--- src/rtl/fractal_sync_pkg.sv ---
// Shared fractal_sync types and constants.
// Includes the arbiter selector and the width of the optional stall counters.
package fractal_sync_pkg;

  typedef enum logic [1:0] {
    FA_ARB = 2'd0,
    RR_ARB = 2'd1
  } arb_e;

  localparam int unsigned FS_ARB_CNT_W = 16;

  // Pointer width for a round-robin over n inputs; never narrower than one bit.
  function automatic int unsigned fs_ptr_w(input int unsigned n);
    return (n > 1) ? $clog2(n) : 1;
  endfunction

endpackage

--- src/rtl/fractal_sync_arb_slot.sv ---
// One-entry valid/ready output register of the round-robin arbiter.
// Optional stall counter under FRACTAL_SYNC_ARB_STATS_EN.
module fractal_sync_arb_slot
  import fractal_sync_pkg::*;
#(
  parameter type arbiter_t = logic
) (
  input  logic     clk_i,
  input  logic     rst_ni,
  input  logic     load,
  input  arbiter_t load_data,
  input  logic     ready,
  output logic     free,
  output logic     valid,
  output arbiter_t data
`ifdef FRACTAL_SYNC_ARB_STATS_EN
  ,
  input  logic                    clear_stats,
  output logic [FS_ARB_CNT_W-1:0] stall_cnt
`endif
);

  logic     valid_q;
  arbiter_t data_q;

  assign free  = !valid_q || ready;
  assign valid = valid_q;
  assign data  = valid_q ? data_q : '0;

  // A load always wins over a drain, so a consumed slot can refill in the same cycle.
  always_ff @(posedge clk_i or negedge rst_ni) begin
    if (!rst_ni) begin
      valid_q <= 1'b0;
      data_q  <= '0;
    end else if (load) begin
      valid_q <= 1'b1;
      data_q  <= load_data;
    end else if (valid_q && ready) begin
      valid_q <= 1'b0;
    end
  end

`ifdef FRACTAL_SYNC_ARB_STATS_EN
  logic [FS_ARB_CNT_W-1:0] cnt_q;

  always_ff @(posedge clk_i or negedge rst_ni) begin
    if (!rst_ni) begin
      cnt_q <= '0;
    end else if (clear_stats) begin
      cnt_q <= '0;
    end else if (valid_q && !ready && (cnt_q != '1)) begin
      cnt_q <= cnt_q + 1'b1;
    end
  end

  assign stall_cnt = cnt_q;
`endif

endmodule

--- src/rtl/fractal_sync_arbiter_rr.sv ---
// N-input, M-output round-robin arbiter with registered, backpressured outputs.
// Define FRACTAL_SYNC_ARB_STATS_EN to add per-output stall counters.
module fractal_sync_arbiter_rr
  import fractal_sync_pkg::*;
#(
  parameter int unsigned IN_PORTS  = 4,
  parameter int unsigned OUT_PORTS = 2,
  parameter type         arbiter_t = logic
) (
  input  logic     clk_i,
  input  logic     rst_ni,
  output logic     pop_o     [IN_PORTS],
  input  logic     empty_i   [IN_PORTS],
  input  arbiter_t element_i [IN_PORTS],
  output logic     valid_o   [OUT_PORTS],
  input  logic     ready_i   [OUT_PORTS],
  output arbiter_t element_o [OUT_PORTS]
`ifdef FRACTAL_SYNC_ARB_STATS_EN
  ,
  input  logic                    clear_stats_i,
  output logic [FS_ARB_CNT_W-1:0] stall_cnt_o [OUT_PORTS]
`endif
);

  localparam int unsigned PTR_W = fs_ptr_w(IN_PORTS);

  logic [PTR_W-1:0]    rr_ptr;
  logic [PTR_W-1:0]    rr_next;
  logic [PTR_W-1:0]    last_idx;
  logic [IN_PORTS-1:0] taken;
  logic                any_grant;
  logic                found;
  int                  idx;
  logic                slot_free [OUT_PORTS];
  logic                slot_load [OUT_PORTS];
  arbiter_t            load_data [OUT_PORTS];

  // Slots are served in ascending order, each taking the next pending input
  // after rr_ptr, so the final grant is also the last one in circular order.
  always_comb begin
    taken     = '0;
    any_grant = 1'b0;
    last_idx  = rr_ptr;
    found     = 1'b0;
    idx       = 0;
    for (int i = 0; i < int'(OUT_PORTS); i++) begin
      slot_load[i] = 1'b0;
      load_data[i] = '0;
    end
    for (int i = 0; i < int'(OUT_PORTS); i++) begin
      found = 1'b0;
      if (slot_free[i]) begin
        for (int k = 0; k < int'(IN_PORTS); k++) begin
          idx = (int'(rr_ptr) + k) % int'(IN_PORTS);
          for (int j = 0; j < int'(IN_PORTS); j++) begin
            if ((j == idx) && !found && !empty_i[j] && !taken[j]) begin
              found        = 1'b1;
              taken[j]     = 1'b1;
              slot_load[i] = 1'b1;
              load_data[i] = element_i[j];
              last_idx     = PTR_W'(j);
              any_grant    = 1'b1;
            end
          end
        end
      end
    end
  end

  always_comb begin
    rr_next = rr_ptr;
    if (any_grant) begin
      rr_next = (last_idx == PTR_W'(IN_PORTS - 1)) ? '0 : last_idx + 1'b1;
    end
  end

  if (IN_PORTS == 1) begin : g_single_ptr
    assign rr_ptr = '0;
  end else begin : g_rr_ptr
    always_ff @(posedge clk_i or negedge rst_ni) begin
      if (!rst_ni) begin
        rr_ptr <= '0;
      end else begin
        rr_ptr <= rr_next;
      end
    end
  end

  // Gating with rst_ni keeps the FIFOs untouched while the arbiter is held in reset.
  for (genvar gi = 0; gi < IN_PORTS; gi++) begin : g_pop
    assign pop_o[gi] = taken[gi] & rst_ni;
  end

  for (genvar gi = 0; gi < OUT_PORTS; gi++) begin : g_slot
    fractal_sync_arb_slot #(
      .arbiter_t (arbiter_t)
    ) i_slot (
      .clk_i       (clk_i),
      .rst_ni      (rst_ni),
      .load        (slot_load[gi]),
      .load_data   (load_data[gi]),
      .ready       (ready_i[gi]),
      .free        (slot_free[gi]),
      .valid       (valid_o[gi]),
      .data        (element_o[gi])
`ifdef FRACTAL_SYNC_ARB_STATS_EN
      ,
      .clear_stats (clear_stats_i),
      .stall_cnt   (stall_cnt_o[gi])
`endif
    );
  end

endmodule

--- config.mk ---
export PLATFORM = sky130hd
export DESIGN_NAME = fractal_sync_arbiter_rr
export DESIGN_NICKNAME = d
export VERILOG_FILES = /design/src/rtl/fractal_sync_pkg.sv /design/src/rtl/fractal_sync_arb_slot.sv /design/src/rtl/fractal_sync_arbiter_rr.sv
export SDC_FILE = /design/constraint.sdc
export NUM_CORES = 1
export LEC_CHECK = 0
export CORE_UTILIZATION = 30
export DETAILED_ROUTE_END_ITERATION = 8
export PLACE_DENSITY = 0.48
export SYNTH_ARGS = -nofsm -noshare
export SYNTH_HDL_FRONTEND = slang
export SYNTH_SLANG_ARGS = --single-unit
--- constraint.sdc ---
create_clock -name clk_i -period 2.35 [get_ports clk_i]
set_input_delay 0.235 -clock clk_i [delete_from_list [all_inputs] [get_ports clk_i]]
set_output_delay 0.235 -clock clk_i [all_outputs]
set_load 0.03 [all_outputs]
==> results of run 1 <==
[per-stage QoR]
step | setup WS (ns) | instances | instance area [µm²] | TNS [ns]
after floorplan | -0.106 | 215 | 1500 | -0.269
after global placement | -0.560 | 359 | 2230 | -3.86
after detailed placement | -0.549 | 359 | 2230 | -3.60
after CTS | -0.342 | 374 | 2510 | -1.50
after global routing | -0.419 | 377 | 2600 | -2.74
final | -0.342 | 377 | 2600 | -1.94
[report_power, final]
part,switching [mW],internal (mW),total [mW]
registers,0.0638,0.152,0.216
clock network,0.0557,0.111,0.167
logic,1.30,1.36,2.66
total,1.42,1.63,3.05
[metal layers]
layer	wire length [µm]	up-vias
met4	100	0
li1	-	1013
met5	0	-
met3	376	10
met2	3150	64
met1	2810	1029
[critical path: stages (launching register included)]
cell                        delay, ns
sky130_fd_sc_hd__dfrtp_2         0.49
sky130_fd_sc_hd__buf_6           0.15
sky130_fd_sc_hd__a2111oi_2       0.04
sky130_fd_sc_hd__or3_4           0.39
sky130_fd_sc_hd__or3_4           0.43
sky130_fd_sc_hd__o311ai_2        0.28
sky130_fd_sc_hd__a22oi_1         0.15
sky130_fd_sc_hd__nor2b_2         0.15
sky130_fd_sc_hd__buf_6           0.15
[final timing paths]
kind / start / to / slack, ns / cells after the start
min: rst_ni / g_slot[0].i_slot.data_q / 0.31 / 1
max reg2reg: rr_ptr[0] / rr_ptr[1] / -0.25 / 12
min reg2reg: g_slot[1].i_slot.data_q / g_slot[1].i_slot.data_q / 0.52 / 2
max: rr_ptr[0] / pop_o[2] / -0.34 / 8
min in group clk_i: g_slot[1].i_slot.data_q / g_slot[1].i_slot.data_q / 0.52 / 2
max in group asynchronous: rst_ni / rr_ptr[1] / 1.71 / 1
[cells in the final DEF, fill, tap and decap left out, types with 3 or more instances in the layout]
cell | Yosys | layout
sky130_fd_sc_hd__a21oi_1 | 13 | 12
sky130_fd_sc_hd__nand3_1 | 7 | 6
sky130_fd_sc_hd__and2_1 | 6 | 6
sky130_fd_sc_hd__a211o_1 | 5 | 5
sky130_fd_sc_hd__nand2b_1 | 5 | 4
sky130_fd_sc_hd__o211ai_1 | 9 | 9
sky130_fd_sc_hd__nand2_1 | 16 | 14
sky130_fd_sc_hd__nor2_1 | 20 | 15
sky130_fd_sc_hd__inv_1 | 7 | 7
sky130_fd_sc_hd__buf_4 | 9 | 87
sky130_fd_sc_hd__clkdlybuf4s50_1 | 0 | 10
sky130_fd_sc_hd__dlygate4sd2_1 | 0 | 5
sky130_fd_sc_hd__a22oi_1 | 3 | 3
sky130_fd_sc_hd__nor2b_1 | 7 | 5
sky130_fd_sc_hd__clkbuf_8 | 0 | 3
sky130_fd_sc_hd__a31oi_1 | 5 | 5
sky130_fd_sc_hd__o21ai_0 | 14 | 11
sky130_fd_sc_hd__nor2_2 | 0 | 5
sky130_fd_sc_hd__a211oi_1 | 5 | 4
sky130_fd_sc_hd__buf_6 | 3 | 12
sky130_fd_sc_hd__nor3_1 | 6 | 6
sky130_fd_sc_hd__a311oi_1 | 3 | 3
sky130_fd_sc_hd__dfrtp_1 | 6 | 3
sky130_fd_sc_hd__dfrtp_2 | 0 | 3
[sequential cells by signal (all words and copies together), names as in the netlist]
register and count:
g_slot.i_slot.data_q 2, g_slot.i_slot.valid 2, rr_ptr 2
[kinds of logic (layout without fill, tap and decap cells)]
logic type	after synthesis	count (layout)	synth area share, %
AOI/OAI and AO/OA	91	91	45.3
muxes	2	2	1.35
buffers and inverters	32	127	12.4
and+or+nand+nor	84	84	30.8
DFF	6	6	10.1
[cell type report]
class	instances	area [µm²]
clock buffer	3	41.3
multi-input combinational	177	1330
tap	67	83.8
sequential	6	154
inverter	9	33.8
fill	436	2130
timing repair buffer	115	952
[timing repair]
item,4_1_cts,5_1_grt
gates resized for setup,41,15
hold buffers,0,0
endpoints found under the hold margin,0,0
pin swaps,25,13
setup buffers,16,3
setup endpoints to repair,8,8
==> results.md, run 1 <==
- After synthesis, the cell types taking the most area are sky130_fd_sc_hd__dfrtp_1, sky130_fd_sc_hd__nor2_1, sky130_fd_sc_hd__o21ai_0.
- The number of antenna-violating nets in the routed design is 0.
- The number of DRC violations after detailed routing is 0.
- Buffers placed on the I/O ports in this run total 19.
- The cell count after synthesis came out at 215.
- The number of distinct library cells after synthesis is 61.
- Entering global routing, the biggest net connects 14 pins.
- The floorplan step set the die width to 72.2 µm.
- The leftover overflow at the end of global routing is 0.
- The path type of the worst min-delay path is primary input to async pin.
- The dominant cell by count in the synthesized netlist is sky130_fd_sc_hd__nor2_1.
- The worst setup path is captured at a primary output.
- The wire-length estimate of the detail-placed layout is 4.80 mm.
- The fraction of synthesized cell area taken by the top area cell type is 10.1%.
- The H-tree level count is 1.
- The I/O pin count is 20.
- In this run the static leakage power is 1.10 nW.
- The cell area that synthesis handed to floorplanning was 0.00148 mm².
- The final-report max-slew violation count is 0.
- In the global route stage, met3 resource usage came out at 2.92%.
- The kind of critical path is flop to primary output.
- The number of hold violations in the final report came to 0.
- For this design, the sink count on the clock tree is 6.
- The DRC marker count from the first detailed-route iteration is 193.
- At the pin with the least slew margin, the transition time is 0.628 ns.
- Once the floorplan was initialized, standard cells occupied 31.3% of the core.
- The data required time of the critical path is 2.12 ns.
- The first global-routing pass estimated 10.2 mm of wire.
- The worst-case vdd ir drop is 0.000625 V.
- After layout, the worst setup slack is -0.342 ns.
- The vertical die dimension is 72.2 µm.
- Cells fill 55.0% of the core in the end.
- The number of optimization iterations in the first detailed-route pass is 4.
- The initial antenna violation count is 0.
- The number of placement rows is 25.
- The type of origin of the critical path is a flop.
- The die outline area is 0.00522 mm².
- Global routing used 34.1% of the available met1 tracks.
- The most used flip-flop cell after synthesis is sky130_fd_sc_hd__dfrtp_1.
- The post-synth net total is 227.
- The via count of the first global-routing pass is 2037.
- The number of nets in the layout is 324.
- By count the netlist is led by sky130_fd_sc_hd__nor2_1, sky130_fd_sc_hd__nand2_1, sky130_fd_sc_hd__o21ai_0.
- The worst pin sits at a relative slew slack of 57.8%.
- The deepest clock path buffer count is 2.
- The final hold slack is 0.312 ns.
- The area growth from synthesis to layout is 75.5%.
- Routability-driven placement finished with a final weighted congestion of 0.893.
- Global routing consumed, on the met2 layer, 43.0% of the routing resources.
- The routed wire length is 6.43 mm.
- The number of setup violations in the final report is 8.
- Of all nets on the critical path, the largest fanout is 7.
- Counting flops with a built-in enable in the synthesized netlist gives 0.
- For the final database, setup skew stands at 0.00585 ns.
- The dominant cell type by area after synthesis is sky130_fd_sc_hd__dfrtp_1.
- The repair_antennas step left the layout with diodes totalling 0.
- The overall power is 3.05 mW.
- During synthesis, Yosys emitted a total of 0 warnings.
- The post-route netlist has 46.5% of its cells at a drive strength greater than 1.
- TritonCTS built the clock tree.
- The run finished, with violations left.
- The average cell area after synthesis is 6.88 µm².
- The checks that failed: negative setup slack.
- The post-route fraction of the period consumed by the critical path is 115%.
- The clock reaches the later pin of the worst-skew pair after 0.23 ns.
- The total of max-cap violations is 0.
- Based on the critical path, the design can be clocked at up to 372 MHz.
- In this run the power density over the cells is 1170 mW/mm².
- The critical path arrival is 2.46 ns.
- The synthesized design contains 6 register bits.
- The routed length per placed instance is 17.1 µm.
- The tree is rooted in a sky130_fd_sc_hd__clkbuf_8.
- Setup repair after global routing could not meet its margin everywhere.
- The overall global routing resource usage is 25.0%.
- The register clock-pin slew on the reported worst setup and hold paths is 0.04 ns.
- The sequential cell area fraction in the yosys report is 10.1%.
- After global routing, the most crowded layer is met2.
- The minimum period implied by the final worst setup slack is 2.69 ns.
- The detailed-route vias per instance is 5.61.
- The count of vias placed by the detailed router is 2116.
- The core region is 0.00472 mm².
- Of all flip-flops after synthesis, the portion carrying an async set or reset was 100%.
- The number of clock buffers added by TritonCTS is 3.
Note: power is estimated with default switching activity, not from simulation.
==> run 2: changes to the inputs <==
- CELL_PAD_IN_SITES_DETAIL_PLACEMENT: unset -> 1
- CELL_PAD_IN_SITES_GLOBAL_PLACEMENT: unset -> 2
- CORE_UTILIZATION: 30 -> 28
- GPL_ROUTABILITY_DRIVEN: unset -> 0
- PLACE_DENSITY: 0.48 -> 0.74
==> run 2 against run 1 <==
  * The flow still finishes with violations (negative setup slack)
  * Die area up 6.9%
  * Worst hold slack better by 0.026 ns
  * Sequential power is 2% lower
  * Wire length increased by 24%
  * Sequential cell count is the same
  * Fmax is 2.7% lower
  * Total power increased by 3.1%
  * Highest routed layer unchanged
  * Critical path depth up 2
  * Clock power down 7%
  * Critical endpoint is now pop_o[1]
  * Critical path type unchanged
  * Clock skew up 0.0034 ns
  * Sequential share of layout area shrank 0.18 points
==> results.md, run 2 (synthesis results as in run 1) <==
- Failing checks: negative setup slack (unchanged).
- The slowest cell on the critical path is sky130_fd_sc_hd__dfrtp_2 (unchanged).
- The post-cts hold buffer count is 0 (unchanged).
- Leading cell types in the layout, fill and taps excluded: sky130_fd_sc_hd__buf_4, sky130_fd_sc_hd__nand2_1, sky130_fd_sc_hd__nor2_1, sky130_fd_sc_hd__buf_6, sky130_fd_sc_hd__a21oi_1 (was sky130_fd_sc_hd__buf_4, sky130_fd_sc_hd__nor2_1, sky130_fd_sc_hd__nand2_1).
- The number of clock sinks is 6 (unchanged).
- The number of hold violations in the final report is 0 (unchanged).
- The power density over cell area is 1180 mW/mm² (was 1170 mW/mm²).
- The fraction of layout cells with a size suffix above 1 came to 47.1% (was 46.5%).
- The cell chosen for the clock root is sky130_fd_sc_hd__clkbuf_8 (unchanged).
- The largest incremental delay on the critical path is 0.46 ns (was 0.49 ns).
- The kind of critical path is flop to primary output (unchanged).
- The total of max-cap violations is 0 (unchanged).
- The static power due to leakage is 1.12 nW (was 1.10 nW).
- The number of DRC violations after detailed routing is 0 (unchanged).
- The number of buffers created by CTS came to 3 (unchanged).
- The routed length per placed instance was 20.9 µm (was 17.1 µm).
- The horizontal die dimension is 74.7 µm (was 72.2 µm).
- The DRC marker count from the first detailed-route iteration is 118 (was 193).
- The path type of the worst min-delay path was primary input to async pin (unchanged).
- The final setup skew came to 0.00920 ns (was 0.00585 ns).
- The estimated wirelength of the detail-placed design was 5.49 mm (was 4.80 mm).
- The overall global routing resource usage is 26.6% (was 25.0%).
- The initial antenna violation count is 0 (unchanged).
- The number of antenna-violating nets in the routed design came to 0 (unchanged).
- The area overhead of the layout relative to synthesis is 79.4% (was 75.5%).
- The count of vias placed by the detailed router is 2236 (was 2116).
- The routed wire length is 8.00 mm (was 6.43 mm).
- The minimum period implied by the final worst setup slack is 2.76 ns (was 2.69 ns).
- The type of origin of the critical path is a flop (unchanged).
- Cells along the critical path: buf_4 -> nor2_1 -> o211ai_1 -> nand3_2 -> or3_4 -> nor2_2 -> a211o_1 -> a32oi_2 -> nor3b_4 -> buf_6 (was buf_6 -> a2111oi_2 -> or3_4 -> or3_4 -> o311ai_2 -> a22oi_1 -> nor2b_2 -> buf_6).
- The clock latency on the worst-skew pair was 0.23 ns (about the same).
- The register clock-pin slew on the reported worst setup and hold paths is 0.04 ns (about the same).
- The number of placement rows is 26 (was 25).
- The detailed-route vias per instance is 5.85 (was 5.61).
- The die outline area is 0.00558 mm² (was 0.00522 mm²).
- Run status: complete, but fails checks (unchanged).
- Unrepaired setup endpoints after global routing: yes (unchanged).
- The placeable core area came to 0.00511 mm² (was 0.00472 mm²).
- The worst relative slew slack is 66.2% (was 57.8%).
- The most frequent standard cell in the layout excluding fill and tap cells is sky130_fd_sc_hd__buf_4 (unchanged).
- The highest achievable clock rate is 362 MHz (was 372 MHz).
- The worst-case vdd ir drop is 0.000561 V (was 0.000625 V).
- The data required time of the critical path came to 2.12 ns (about the same).
- The number of setup violations in the final report was 8 (unchanged).
- The type of element capturing the critical path is a primary output (unchanged).
- The via count of the first global-routing pass is 2155 (was 2037).
- The maximum number of pins on one net before global-route repair is 22 (was 14).
- The post-route fraction of the period consumed by the critical path is 118% (was 115%).
- The largest fanout on the critical path came to 8 (was 7).
- The starting density of the core came to 29.0% (was 31.3%).
- The I/O pin count was 20 (unchanged).
- The register cell area after layout is 153 µm² (was 154 µm²).
- The vertical die dimension was 74.7 µm (was 72.2 µm).
- The pre-CTS worst setup slack is -0.665 ns (was -0.549 ns).
- The transition time of the tightest slew-check pin is 0.504 ns (was 0.628 ns).
- The H-tree level count came to 1 (unchanged).
- The number of optimization iterations in the first detailed-route pass is 4 (unchanged).
- The number of nets in the layout is 326 (was 324).
- The combined area of the multi-input logic cells came to 0.00135 mm² (was 0.00133 mm²).
- The final standard cell utilization of the core is 52.0% (was 55.0%).
- The number of fillers in the final layout was 647 (was 436).
- The count of buffers inserted at the top-level ports is 19 (unchanged).
- The wire length of the first global-routing pass was 11.2 mm (was 10.2 mm).
- The leftover overflow at the end of global routing is 0 (unchanged).
- The final-report max-slew violation count is 0 (unchanged).
- The deepest clock path buffer count is 2 (unchanged).
- The critical path arrival came to 2.53 ns (was 2.46 ns).
- The worst setup slack after layout is -0.415 ns (was -0.342 ns).
- The final hold slack is 0.339 ns (was 0.312 ns).
- The clock tree from TritonCTS is done (unchanged).
- The overall power is 3.14 mW (was 3.05 mW).
- The final antenna diode count is 0 (unchanged).
run 2: cell types whose count changed in the layout (fill, tap and decap cells not counted), sizes merged:
cell,previous run,this run
buf,100,102
dlygate4sd2,5,3
dlymetal6s2s,0,2
run 2: repair_timing:
item | in CTS | in global routing
resized for setup | 22 | 46
gates cloned | 0 | 1
pin swaps | 12 | 9
setup buffers | 7 | 13
endpoints found under the setup margin | 8 | 9
run 2: critical path, delay by kind of cell (launching register included):
kind	cells	cell delay, ns
buf+inv	2	0.32
simple gates	5	1.01
flops	1	0.46
compound gates	3	0.53
run 2: worst paths after layout:
kind	start	endpoint	slack [ns]	cells after the start
min reg2reg	g_slot[1].i_slot.data_q	g_slot[1].i_slot.data_q	0.50	2
max reg2reg	rr_ptr[0]	rr_ptr[1]	-0.35	11
min	rst_ni	g_slot[1].i_slot.valid	0.34	1
max	rr_ptr[0]	pop_o[1]	-0.41	10
max in group asynchronous	rst_ni	rr_ptr[0]	1.65	1
min in group clk_i	g_slot[1].i_slot.data_q	g_slot[1].i_slot.data_q	0.50	2
run 2: final cells by class:
class | instances | area share [%]
clock buffers | 3 | 1.56
inverters | 9 | 1.27
flip-flops and latches | 6 | 5.75
well taps | 70 | 3.30
multi-input cells | 177 | 51.0
repair buffers | 117 | 37.1
run 2: through the flow:
step / cells / cell area (µm²) / TNS, ns
final: 382 / 2660 / -2.32
after global routing: 382 / 2660 / -2.91
after CTS: 369 / 2370 / -1.83
after detailed placement: 359 / 2200 / -4.06
after global placement: 359 / 2200 / -3.40
after floorplan: 215 / 1500 / -0.269
run 2: report_power, final:
group / switching (mW) / internal [mW] / total (mW)
sequential: 0.0588 / 0.152 / 0.211
combinational: 1.40 / 1.38 / 2.77
clock: 0.0449 / 0.110 / 0.155
run 2: layer usage:
layer  GRT usage, %  wire length (µm)
met3           3.75               333
met2           46.0              4050
met5              0                 0
met1           35.7              3440
met4           3.98               176
